===== src/rtl/min_max_stream_reducer.sv =====
// Streaming frame reducer: running unsigned min/max and a saturating sample
// count, presented as a registered result on a valid/ready handshake.
module min_max_stream_reducer #(
    parameter int DATA_W = 8,
    parameter int CNT_W  = 8
) (
    input  logic              clk,
    input  logic              rst,
    input  logic [DATA_W-1:0] in_data,
    input  logic              in_valid,
    input  logic              in_last,
    output logic              in_ready,
    output logic [DATA_W-1:0] out_min,
    output logic [DATA_W-1:0] out_max,
    output logic [CNT_W-1:0]  out_count,
    output logic              out_valid,
    input  logic              out_ready
);

    typedef enum logic [1:0] {
        IDLE  = 2'd0,
        ACCUM = 2'd1,
        HOLD  = 2'd2
    } state_t;

    localparam logic [CNT_W-1:0] CNT_ONE = CNT_W'(1);
    localparam logic [CNT_W-1:0] CNT_MAX = '1;

    state_t            state_q, state_d;
    logic [DATA_W-1:0] run_min_q, run_min_d;
    logic [DATA_W-1:0] run_max_q, run_max_d;
    logic [CNT_W-1:0]  run_cnt_q, run_cnt_d;
    logic [DATA_W-1:0] out_min_q, out_min_d;
    logic [DATA_W-1:0] out_max_q, out_max_d;
    logic [CNT_W-1:0]  out_cnt_q, out_cnt_d;
    logic              out_valid_q, out_valid_d;

    logic              accept;
    logic [DATA_W-1:0] upd_min;
    logic [DATA_W-1:0] upd_max;
    logic [CNT_W-1:0]  upd_cnt;

    // Ready depends on state only, so a held result always costs one bubble.
    assign in_ready  = (state_q != HOLD);
    assign accept    = in_valid & in_ready;
    assign out_min   = out_min_q;
    assign out_max   = out_max_q;
    assign out_count = out_cnt_q;
    assign out_valid = out_valid_q;

    assign upd_min = (in_data < run_min_q) ? in_data : run_min_q;
    assign upd_max = (in_data > run_max_q) ? in_data : run_max_q;
    assign upd_cnt = (run_cnt_q == CNT_MAX) ? run_cnt_q : run_cnt_q + CNT_ONE;

    always_comb begin
        state_d     = state_q;
        run_min_d   = run_min_q;
        run_max_d   = run_max_q;
        run_cnt_d   = run_cnt_q;
        out_min_d   = out_min_q;
        out_max_d   = out_max_q;
        out_cnt_d   = out_cnt_q;
        out_valid_d = out_valid_q;
        unique case (state_q)
            IDLE: begin
                if (accept) begin
                    run_min_d = in_data;
                    run_max_d = in_data;
                    run_cnt_d = CNT_ONE;
                    if (in_last) begin
                        out_min_d   = in_data;
                        out_max_d   = in_data;
                        out_cnt_d   = CNT_ONE;
                        out_valid_d = 1'b1;
                        state_d     = HOLD;
                    end else begin
                        state_d = ACCUM;
                    end
                end
            end
            ACCUM: begin
                if (accept) begin
                    run_min_d = upd_min;
                    run_max_d = upd_max;
                    run_cnt_d = upd_cnt;
                    if (in_last) begin
                        out_min_d   = upd_min;
                        out_max_d   = upd_max;
                        out_cnt_d   = upd_cnt;
                        out_valid_d = 1'b1;
                        state_d     = HOLD;
                    end
                end
            end
            HOLD: begin
                if (out_ready) begin
                    out_valid_d = 1'b0;
                    state_d     = IDLE;
                end
            end
            default: begin
                out_valid_d = 1'b0;
                state_d     = IDLE;
            end
        endcase
    end

    always_ff @(posedge clk or posedge rst) begin
        if (rst) begin
            state_q     <= IDLE;
            run_min_q   <= '0;
            run_max_q   <= '0;
            run_cnt_q   <= '0;
            out_min_q   <= '0;
            out_max_q   <= '0;
            out_cnt_q   <= '0;
            out_valid_q <= 1'b0;
        end else begin
            state_q     <= state_d;
            run_min_q   <= run_min_d;
            run_max_q   <= run_max_d;
            run_cnt_q   <= run_cnt_d;
            out_min_q   <= out_min_d;
            out_max_q   <= out_max_d;
            out_cnt_q   <= out_cnt_d;
            out_valid_q <= out_valid_d;
        end
    end

endmodule


===== config.mk =====
export PLATFORM = sky130hd
export DESIGN_NAME = min_max_stream_reducer
export DESIGN_NICKNAME = d
export VERILOG_FILES = /design/src/rtl/min_max_stream_reducer.sv
export SDC_FILE = /design/constraint.sdc
export NUM_CORES = 1
export LEC_CHECK = 0
export ABC_AREA = 1
export BUFFER_PORTS_ARGS = -buffer_cell sky130_fd_sc_hd__buf_4
export CAP_MARGIN = 20
export CORE_MARGIN = 10
export CORE_UTILIZATION = 50
export DETAILED_ROUTE_END_ITERATION = 10
export PLACE_DENSITY = 0.74
export SETUP_SLACK_MARGIN = 0.5
export SYNTH_ARGS = -nofsm -noshare
export SYNTH_HDL_FRONTEND = slang
export SYNTH_SLANG_ARGS = --single-unit

===== constraint.sdc =====
create_clock -name clk -period 2.1 [get_ports clk]
set_input_delay 0.42 -clock clk [delete_from_list [all_inputs] [get_ports clk]]
set_output_delay 0.42 -clock clk [all_outputs]
set_load 0.01 [all_outputs]

## Word-level counts from Yosys, hierarchy flattened

Index checks and enable logic that the tools add are counted.

| word-level totals | value |
|---|---|
| flip-flop bits (word level) | 51 |
| bits of input ports | 13 |
| output and inout bits | 26 |
| word-level logic and storage cells | 64 |

| cells by class | value |
|---|---|
| $add $sub $neg | 1 |
| order comparisons | 2 |
| eq/ne operators | 11 |
| multiplexer cells | 34 |
| bitwise logic cells | 1 |
| reduce and logical (&&, ||, !) cells | 7 |

Operators by type and width:

| operator | number |
|---|---|
| $mux 8 | 18 |
| $pmux 8 s2 | 6 |
| $ne 2x2->1 const B | 6 |
| $mux 2 | 5 |
| $add 8x1->8 const B | 1 |
| $eq 8x8->1 const B | 1 |
| $gt 8x8->1 | 1 |
| $lt 8x8->1 | 1 |
| $pmux 2 s3 | 1 |
| $reduce_and 3->1 | 2 |
| $reduce_and 5->1 | 1 |
| $ne 2x1->1 const B | 2 |
| $reduce_and 4->1 | 1 |
| $mux 1 | 3 |
| $eq 2x1->1 const B | 1 |
| $eq 2x2->1 const B | 1 |
| $logic_not 2->1 | 1 |
| $pmux 1 s2 | 1 |
| $reduce_bool 2->1 | 1 |
| $reduce_or 2->1 | 1 |
| $and 1x1->1 | 1 |

## Logic depth before layout (Yosys ltp)

Gate-level depths: netlist of run 1.

| logic depth | value |
|---|---|
| depth after elaboration | 5 |
| gate-level depth with buffers | 14 |
| gate-level depth less buffers | 14 |

## Worst setup path before layout of run 1

No wires, ideal clock.

| path | value |
|---|---|
| kind | input to register |
| from | input in_data[5] |
| to | register run_min_q[0] |
| library setup time | 0.118 ns |
| arrival time | 1.475 ns |
| required time | 1.982 ns |
| slack | 0.508 ns |
| stages | 9 |
| buffers on the path | 0 |
| path through | ha_1 a21oi_1 nor2_1 nor3_1 nand2_2 nand2_2 nand2_1 nand3_1 nand2_1 |

| on the way | value |
|---|---|
| word-level cells in the longest chain between the ends | 4 |

Ends and longest elaborated chain:

| what | line | text |
|---|---|---|
| start, declared | 9 | `input logic [DATA_W-1:0] in_data,` |
| $lt 8x8->1 | 51 | `assign upd_min = (in_data < run_min_q) ? in_data : run_min_q;` |
| $mux 8 | 51 |  |
| $mux 8 | 82 | `if (accept) begin` |
| $pmux 8 s2 | 64 | `unique case (state_q)` |
| end signal, assigned | 120 | `run_min_q <= run_min_d;` |
| end, declared | 30 | `logic [DATA_W-1:0] run_min_q, run_min_d;` |

No other way between the ends. The select of a mux whose other input is x is not followed.
A chain may end at the register's enable or synchronous reset.

## Worst setup path in the final report of run 1

| path | value |
|---|---|
| from | register run_max_q[5] |
| to | register out_max_q[7] (netlist: out_max[7]) |

| on the way | value |
|---|---|
| word-level cells in the longest chain between the ends | 5 |

Ends and longest elaborated chain:

| what | line | text |
|---|---|---|
| start, declared | 31 | `logic [DATA_W-1:0] run_max_q, run_max_d;` |
| start signal, assigned | 121 | `run_max_q <= run_max_d;` |
| $gt 8x8->1 | 52 | `assign upd_max = (in_data > run_max_q) ? in_data : run_max_q;` |
| $mux 8 | 52 |  |
| $mux 8 | 86 | `if (in_last) begin` |
| $mux 8 | 82 |  |
| $pmux 8 s2 | 64 |  |
| end signal, assigned | 124 | `out_max_q <= out_max_d;` |
| end, declared | 34 | `logic [DATA_W-1:0] out_max_q, out_max_d;` |

No other way between the ends. The select of a mux whose other input is x is not followed.

==> results_dict.tcl, run 1 <==
set metrics [dict create \
    sw_frac_of_total 0.374 \
    avgSynthCellArea_um2 7.60 \
    antenna_left 0 \
    antenna_found_initial 0 \
    vias 2642 \
    die_h_um 95.0 \
    drv_cap 0 \
    slowest_stage "dfrtp_1" \
    num_antenna_cells 0 \
    grt_pass1_wl_um 11700 \
    synth-seq-area-share 0.454 \
    timing.slew.headroom 0.611 \
    syn_area_um2 2810 \
    via_per_inst 5.35 \
    final_common_cell "nand2_1" \
    slowest_delay_ns 0.40 \
    final_cell_mix "117 x nand2_1, 51 x dfrtp_1, 50 x buf_4" \
    holdBufCountCts 0 \
    worstSetupEndpointType "flip-flop" \
    io_buffers 38 \
    rsz0062_at_grt "true" \
    internal_power_mw 2.05 \
    cts_buffers 5 \
    totalNegativeSetupSlack_ns 0 \
    slew_violations 0 \
    peakVddDrop_uv 444 \
    critPathKind "flip-flop to flip-flop" \
    ys_ff_latch 51 \
    grt_pass1_vias 2560 \
    cp.arrival_ns 1.99 \
    fin_crit_sh 0.824 \
    p_sw_mw 1.22 \
    grt_util_all_layers 0.160 \
    syn2layout_area_growth_pct 33.1 \
    final.min_clock_period_ns 1.73 \
    placementRows 27 \
    cts_tree "done" \
    cts_sinks 51 \
    worst_clock_skew_ns 0.00831 \
    clock-root-buffer "clkbuf_8" \
    ys_warn_count 0 \
    ys_types 25 \
    netlist_top_cells_area "dfrtp_1 45%, nand2_1 18%, nand3_1 12%" \
    drc_errors 0 \
    overflow 0 \
    clk_pin_slew_ns 0.10 \
    io_pins 39 \
    power_frac_seq 0.396 \
    p_leak_nw 1.92 \
    combPwrFrac 0.409 \
    crit_fanout 8 \
    h-tree-depth 2 \
    worstPathRequired_ns 2.36 \
    dp_hpwl_um 4720 \
    start_kind "flip-flop" \
    p_clk_frac 0.195 \
    die_x_um 95.0 \
    ctsLongestPathBuffers 2 \
    path_cells "inv_2 > ha_4 > a21oi_2 > nor2_1 > nor2_1 > nand2_2 > nand2_4 > nand2_4 > nand2_1 > nand3_2 > nand2_1" \
    place.gp.congestion 0.867 \
    coreArea_um2 5470 \
    hold_class "input port to asynchronous set/reset pin" \
    drive_gt1_frac 0.341 \
    finalSetupViolCount 0 \
    worst_slew_pin_slew_ns 0.583 \
    dieArea_um2 9020 \
    power.density_nw_per_um2 874 \
    clk-insertion-delay-late_ns 0.31 \
    status "finished, final reports clean" \
    wl_per_cell_um 15.6 \
    fmax_ghz 0.578 \
    dr.pass1.iters 4 \
    synth.top_cell.area_share 0.454 \
    grt_max_degree 33 \
    p_total_mw 3.27 \
    synth_cells 370 \
    initial_core_util 0.513 \
    drt_wl_total_um 7720 \
    drt_iter0_markers 178 \
    syn-num-nets 399 \
    nets 450 \
    synth_top_area_cell "dfrtp_1" \
    hold_viol_final 0 \
]
==> flip-flops by register name, summed over array words and instances, names as in the netlist <==
name / flops
out_count: 8
out_max: 8
out_min: 8
out_valid: 1
run_cnt_q: 8
run_max_q: 8
run_min_q: 8
state_q: 2
==> power groups by stage <==
stage	Sequential, mW	Combinational, mW	Clock [mW]
2_1_floorplan	1.32	0.558	0
3_3_place_gp	1.29	0.927	0
3_5_place_dp	1.29	0.948	0
4_1_cts	1.28	1.04	0.645
5_1_grt	1.32	1.48	0.681
6_report	1.29	1.34	0.637
==> metrics by stage <==
stage / util / worst slack, ns / hold WS, ns / area [µm²] / cells
finish: 0.684 / 0.371 / 0.165 / 3740 / 494
floorplan: - / 0.508 / 0.449 / 2810 / 370
global placement: 0.583 / 0.146 / 0.456 / 3190 / 474
detailed placement: 0.583 / 0.128 / 0.466 / 3190 / 474
CTS: 0.622 / 0.399 / 0.183 / 3400 / 488
global route: 0.684 / 0.289 / 0.203 / 3740 / 494
==> final timing paths <==
kind                       slack, ns  cells past startpoint                        to                     start
max                             0.37                     11    out_max[7]$_DFFE_PP0P_  run_max_q[5]$_DFFE_PP0P_
min                             0.17                      2    state_q[0]$_DFFE_PP0P_                       rst
max reg2reg                     0.37                     11    out_max[7]$_DFFE_PP0P_  run_max_q[5]$_DFFE_PP0P_
min reg2reg                     0.49                      2  out_count[4]$_DFFE_PP0P_  out_count[4]$_DFFE_PP0P_
max in group asynchronous       1.41                      3  run_min_q[3]$_DFFE_PP0P_                       rst
min in group clk                0.38                      3  run_cnt_q[7]$_DFFE_PP0P_                  in_valid
==> final cells by class <==
cell class              instances  area, µm²
flip-flops and latches         51       1280
well taps                      72       90.1
inverters                      46        180
clock buffers                   8        100
fillers                       433       1730
repair buffers                 55        440
multi-input cells             262       1650
==> metal layers <==
layer,up-vias,wire length [µm],track usage
met1,1269,3170,0.195
met4,0,147,0.0486
met5,-,0,0
li1,1282,-,-
met2,75,3950,0.272
met3,16,460,0.0420
==> cells by family after synthesis <==
family | count (synthesis) | synth area share
and+or+nand+nor | 229 | 0.362
buffers and inverters | 57 | 0.0792
DFF | 51 | 0.454
AOI/OAI and AO/OA | 16 | 0.0307
adders and majority gates | 16 | 0.0712
xor gates and xnor gates | 1 | 0.00312
==> worst max-delay path, delay by kind of cell (launching register included) <==
kind	cells	cell delay, ns
flip-flops	1	0.40
AO/OA/AOI/OAI	1	0.11
adder cells (fa/ha/maj)	1	0.20
buffers and inverters	1	0.09
AND/OR/NAND/NOR	8	0.86
==> cell usage after synthesis <==
library cell / count
clkbuf_1: 4
ha_1: 16
xor2_1: 1
nand4_1: 6
a21oi_1: 4
nand2_2: 6
inv_1: 43
or2_2: 2
inv_2: 2
clkinv_1: 1
nor2_2: 4
nand3_2: 1
nor2_1: 6
o21ai_1: 5
nand2_1: 134
dfrtp_1: 51
o21ai_0: 5
nand3_1: 66
buf_2: 7
nor3_1: 1
nor3_2: 1
or2_1: 1
nor3_4: 1
a21o_1: 1
o2111ai_1: 1
==> what timing repair did <==
action | 4_1_cts | 5_1_grt
resized for setup | 18 | 61
setup buffers | 6 | 6
endpoints found under the setup margin | 32 | 36
pin swaps | 5 | 31
No activity file was read; power rests on OpenSTA's default activity.
==> inputs of run 2 (changes only) <==
ABC_AREA = 0   (was 1)
clock period = 1.7 ns   (was 2.1 ns; I/O delays follow)
==> run 2 against run 1 <==
Effect of this change: the flow now finishes with violations (negative setup slack); global-route usage fell by 0.33 points; via count decreased by 13%; wire length fell by 4.0%; non-clock buffer count grew 53; sequential cell count did not move; cell count shrank 12%; critical path depth fell by 2; critical path type unchanged; critical endpoint unchanged; highest routed layer unchanged.
==> results_dict.tcl, run 2 <==
set metrics [dict create \
    drt_iter0_markers 113 \
    peakVddDrop_uv 701 \
    cts_tree "done" \
    slew_violations 0 \
    drt_wl_total_um 7410 \
    path_cells "inv_2 > ha_4 > nor2b_4 > o21bai_1 > a21oi_1 > o41a_1 > buf_4 > mux2i_1 > a21oi_1" \
    syn2layout_area_growth_pct 50.4 \
    p_leak_nw 1.97 \
    totalNegativeSetupSlack_ns -9.55 \
    start_kind "flip-flop" \
    worst_clock_skew_ns 0.0101 \
    clk-insertion-delay-late_ns 0.31 \
    place.gp.congestion 0.880 \
    overflow 0 \
    die_x_um 93.9 \
    grt_util_all_layers 0.157 \
    worstSetupEndpointType "flip-flop" \
    drc_errors 0 \
    avgSynthCellArea_um2 10.6 \
    grt_pass1_wl_um 11200 \
    slowest_delay_ns 0.44 \
    fin_crit_sh 1.22 \
    cts_sinks 51 \
    drv_cap 0 \
    fmax_ghz 0.482 \
    synth_flop_cell "dfrtp_1" \
    grt_pass1_vias 2329 \
    via_per_inst 5.32 \
    vias 2302 \
    nets 391 \
    clk_pin_slew_ns 0.09 \
    io_buffers 38 \
    synth_common_cells "51 x dfrtp_1, 26 x nor2_1, 23 x a21oi_1" \
    cp_top_family "compound AO/OA/AOI/OAI gates" \
    placed_area_um2 3500 \
    antenna_left 0 \
    h-tree-depth 2 \
    final.min_clock_period_ns 2.07 \
    io_pins 39 \
    synth.top_cell.area_share 0.467 \
    ys_types 42 \
    worst_slew_pin_slew_ns 0.331 \
    ctsLongestPathBuffers 2 \
    synth-seq-area-share 0.467 \
    syn_area_um2 2730 \
    num_antenna_cells 0 \
    post-route-cell-area_um2 4110 \
    synth_cells 257 \
    worstPathRequired_ns 1.89 \
    cp.arrival_ns 2.26 \
    initial_core_util 0.525 \
    rsz0062_at_grt "true" \
    dr.pass1.iters 4 \
    crit_fanout 3 \
    status "finished with violations" \
    cp_num_buf_inv 2 \
    cts_buffers 5 \
    dp_hpwl_um 4790 \
    hold_class "input port to flip-flop" \
    async_reset_ff_frac 1.00 \
    ys_warn_count 0 \
    final_common_cell "buf_4" \
    path_common_cell "a21oi_1" \
    wl_per_cell_um 17.1 \
    grt_max_degree 30 \
    yosys.cell_count.top_type "dfrtp_1" \
    coreArea_um2 5200 \
    synth_edf_count 0 \
    finalSetupViolCount 32 \
    power.density_nw_per_um2 1080 \
    netlist_top_cells_area "dfrtp_1 47%, ha_1 7.3%, mux2i_1 6.6%" \
    slowest_stage "o41a_1" \
    syn-num-nets 286 \
    antenna_found_initial 0 \
    synth_top_area_cell "dfrtp_1" \
    setup_ws_ns -0.373 \
    clock-root-buffer "clkbuf_8" \
    dieArea_um2 8820 \
    timing.slew.headroom 0.779 \
    drive_gt1_frac 0.507 \
    final_cell_mix "78 x buf_4, 49 x dfrtp_1, 28 x buf_6" \
    ys_ff_latch 51 \
    hold_viol_final 0 \
    critPathKind "flip-flop to flip-flop" \
    fill_cells 319 \
    die_h_um 93.9 \
    violations "negative setup slack" \
    placementRows 26 \
]
## run 2: cell count changes after synthesis, moves of 10 or more
cell / change
mux2i_1: +18
nor2_1: +20
nand2_1: -115
nand3_1: -62
inv_1: -25
a21oi_1: +19
mux2_2: +10
## run 2: routing by layer
layer / GRT usage / vias to the layer above / share of wire
met2: 0.278 / 56 / 0.53
met3: 0.0408 / 18 / 0.048
li1: - / 1111 / -
met1: 0.178 / 1117 / 0.39
met5: 0 / - / 0
met4: 0.0519 / 0 / 0.034
## run 2: logic make-up (layout without fill, tap and decap cells)
logic type               Yosys count  count (layout)  share of synthesized area
multiplexers                      36              36                      0.151
adder cells (fa/ha/maj)           16              16                     0.0733
AND/OR/NAND/NOR                   68              68                      0.126
XOR/XNOR                           4               4                     0.0128
buffers and inverters             28             134                     0.0490
flip-flops                        51              51                      0.467
AO/OA/AOI/OAI                     54              54                      0.121
## run 2: final cells by class
class                      instances  area [µm²]  area share
timing repair buffer             108         931       0.227
sequential                        51        1280       0.311
tap                               70        87.6      0.0213
clock buffer                       6        82.6      0.0201
clock inverter                     2        35.0     0.00853
inverter                          18        71.3      0.0174
multi-input combinational        178        1620       0.395
## run 2: report_power, final
| part | switching [mW] | internal, mW | total, mW |
|---|---|---|---|
| clock network | 0.401 | 0.477 | 0.877 |
| registers | 0.185 | 1.46 | 1.65 |
| logic | 0.826 | 1.08 | 1.91 |
| total | 1.41 | 3.02 | 4.44 |
## run 2: final timing paths
check                           slack (ns)  cells after the start                      from                  endpoint
worst max-delay path                 -0.37                      9  run_max_q[1]$_DFFE_PP0P_    out_max[7]$_DFFE_PP0P_
worst min-delay path                  0.29                      4                 out_ready    state_q[1]$_DFFE_PP0P_
worst max register to register       -0.37                      9  run_max_q[1]$_DFFE_PP0P_    out_max[7]$_DFFE_PP0P_
worst min register to register        0.49                      2  out_count[3]$_DFFE_PP0P_  out_count[3]$_DFFE_PP0P_
max in group asynchronous             0.68                      4                       rst  run_cnt_q[0]$_DFFE_PP0P_
min in group asynchronous             0.56                      3                       rst    out_max[5]$_DFFE_PP0P_
## run 2: stage by stage
| step | instances | setup slack [ns] | power, mW | hold WS (ns) | util |
|---|---|---|---|---|---|
| global route | 433 | -0.492 | 4.68 | 0.302 | 0.789 |
| CTS | 417 | -0.365 | 4.17 | 0.293 | 0.729 |
| detailed placement | 399 | -0.474 | 3.20 | 0.333 | 0.673 |
| finish | 433 | -0.373 | 4.44 | 0.287 | 0.789 |
| global placement | 399 | -0.441 | 3.15 | 0.332 | 0.673 |
| floorplan | 257 | -0.307 | 2.54 | 0.389 | - |
## run 2: worst min-delay path, stage by stage
cell and delay, ns:
buf_4 0.08, nor2_1 0.04, nand2_1 0.05, nand2_1 0.05
## run 2: timing repair
action                                  CTS  global route
hold endpoints to repair                  4             0
resized for setup                        25            44
hold buffers                              1             0
pin swaps                                18            18
setup buffers                             9            16
endpoints found under the setup margin   50            68
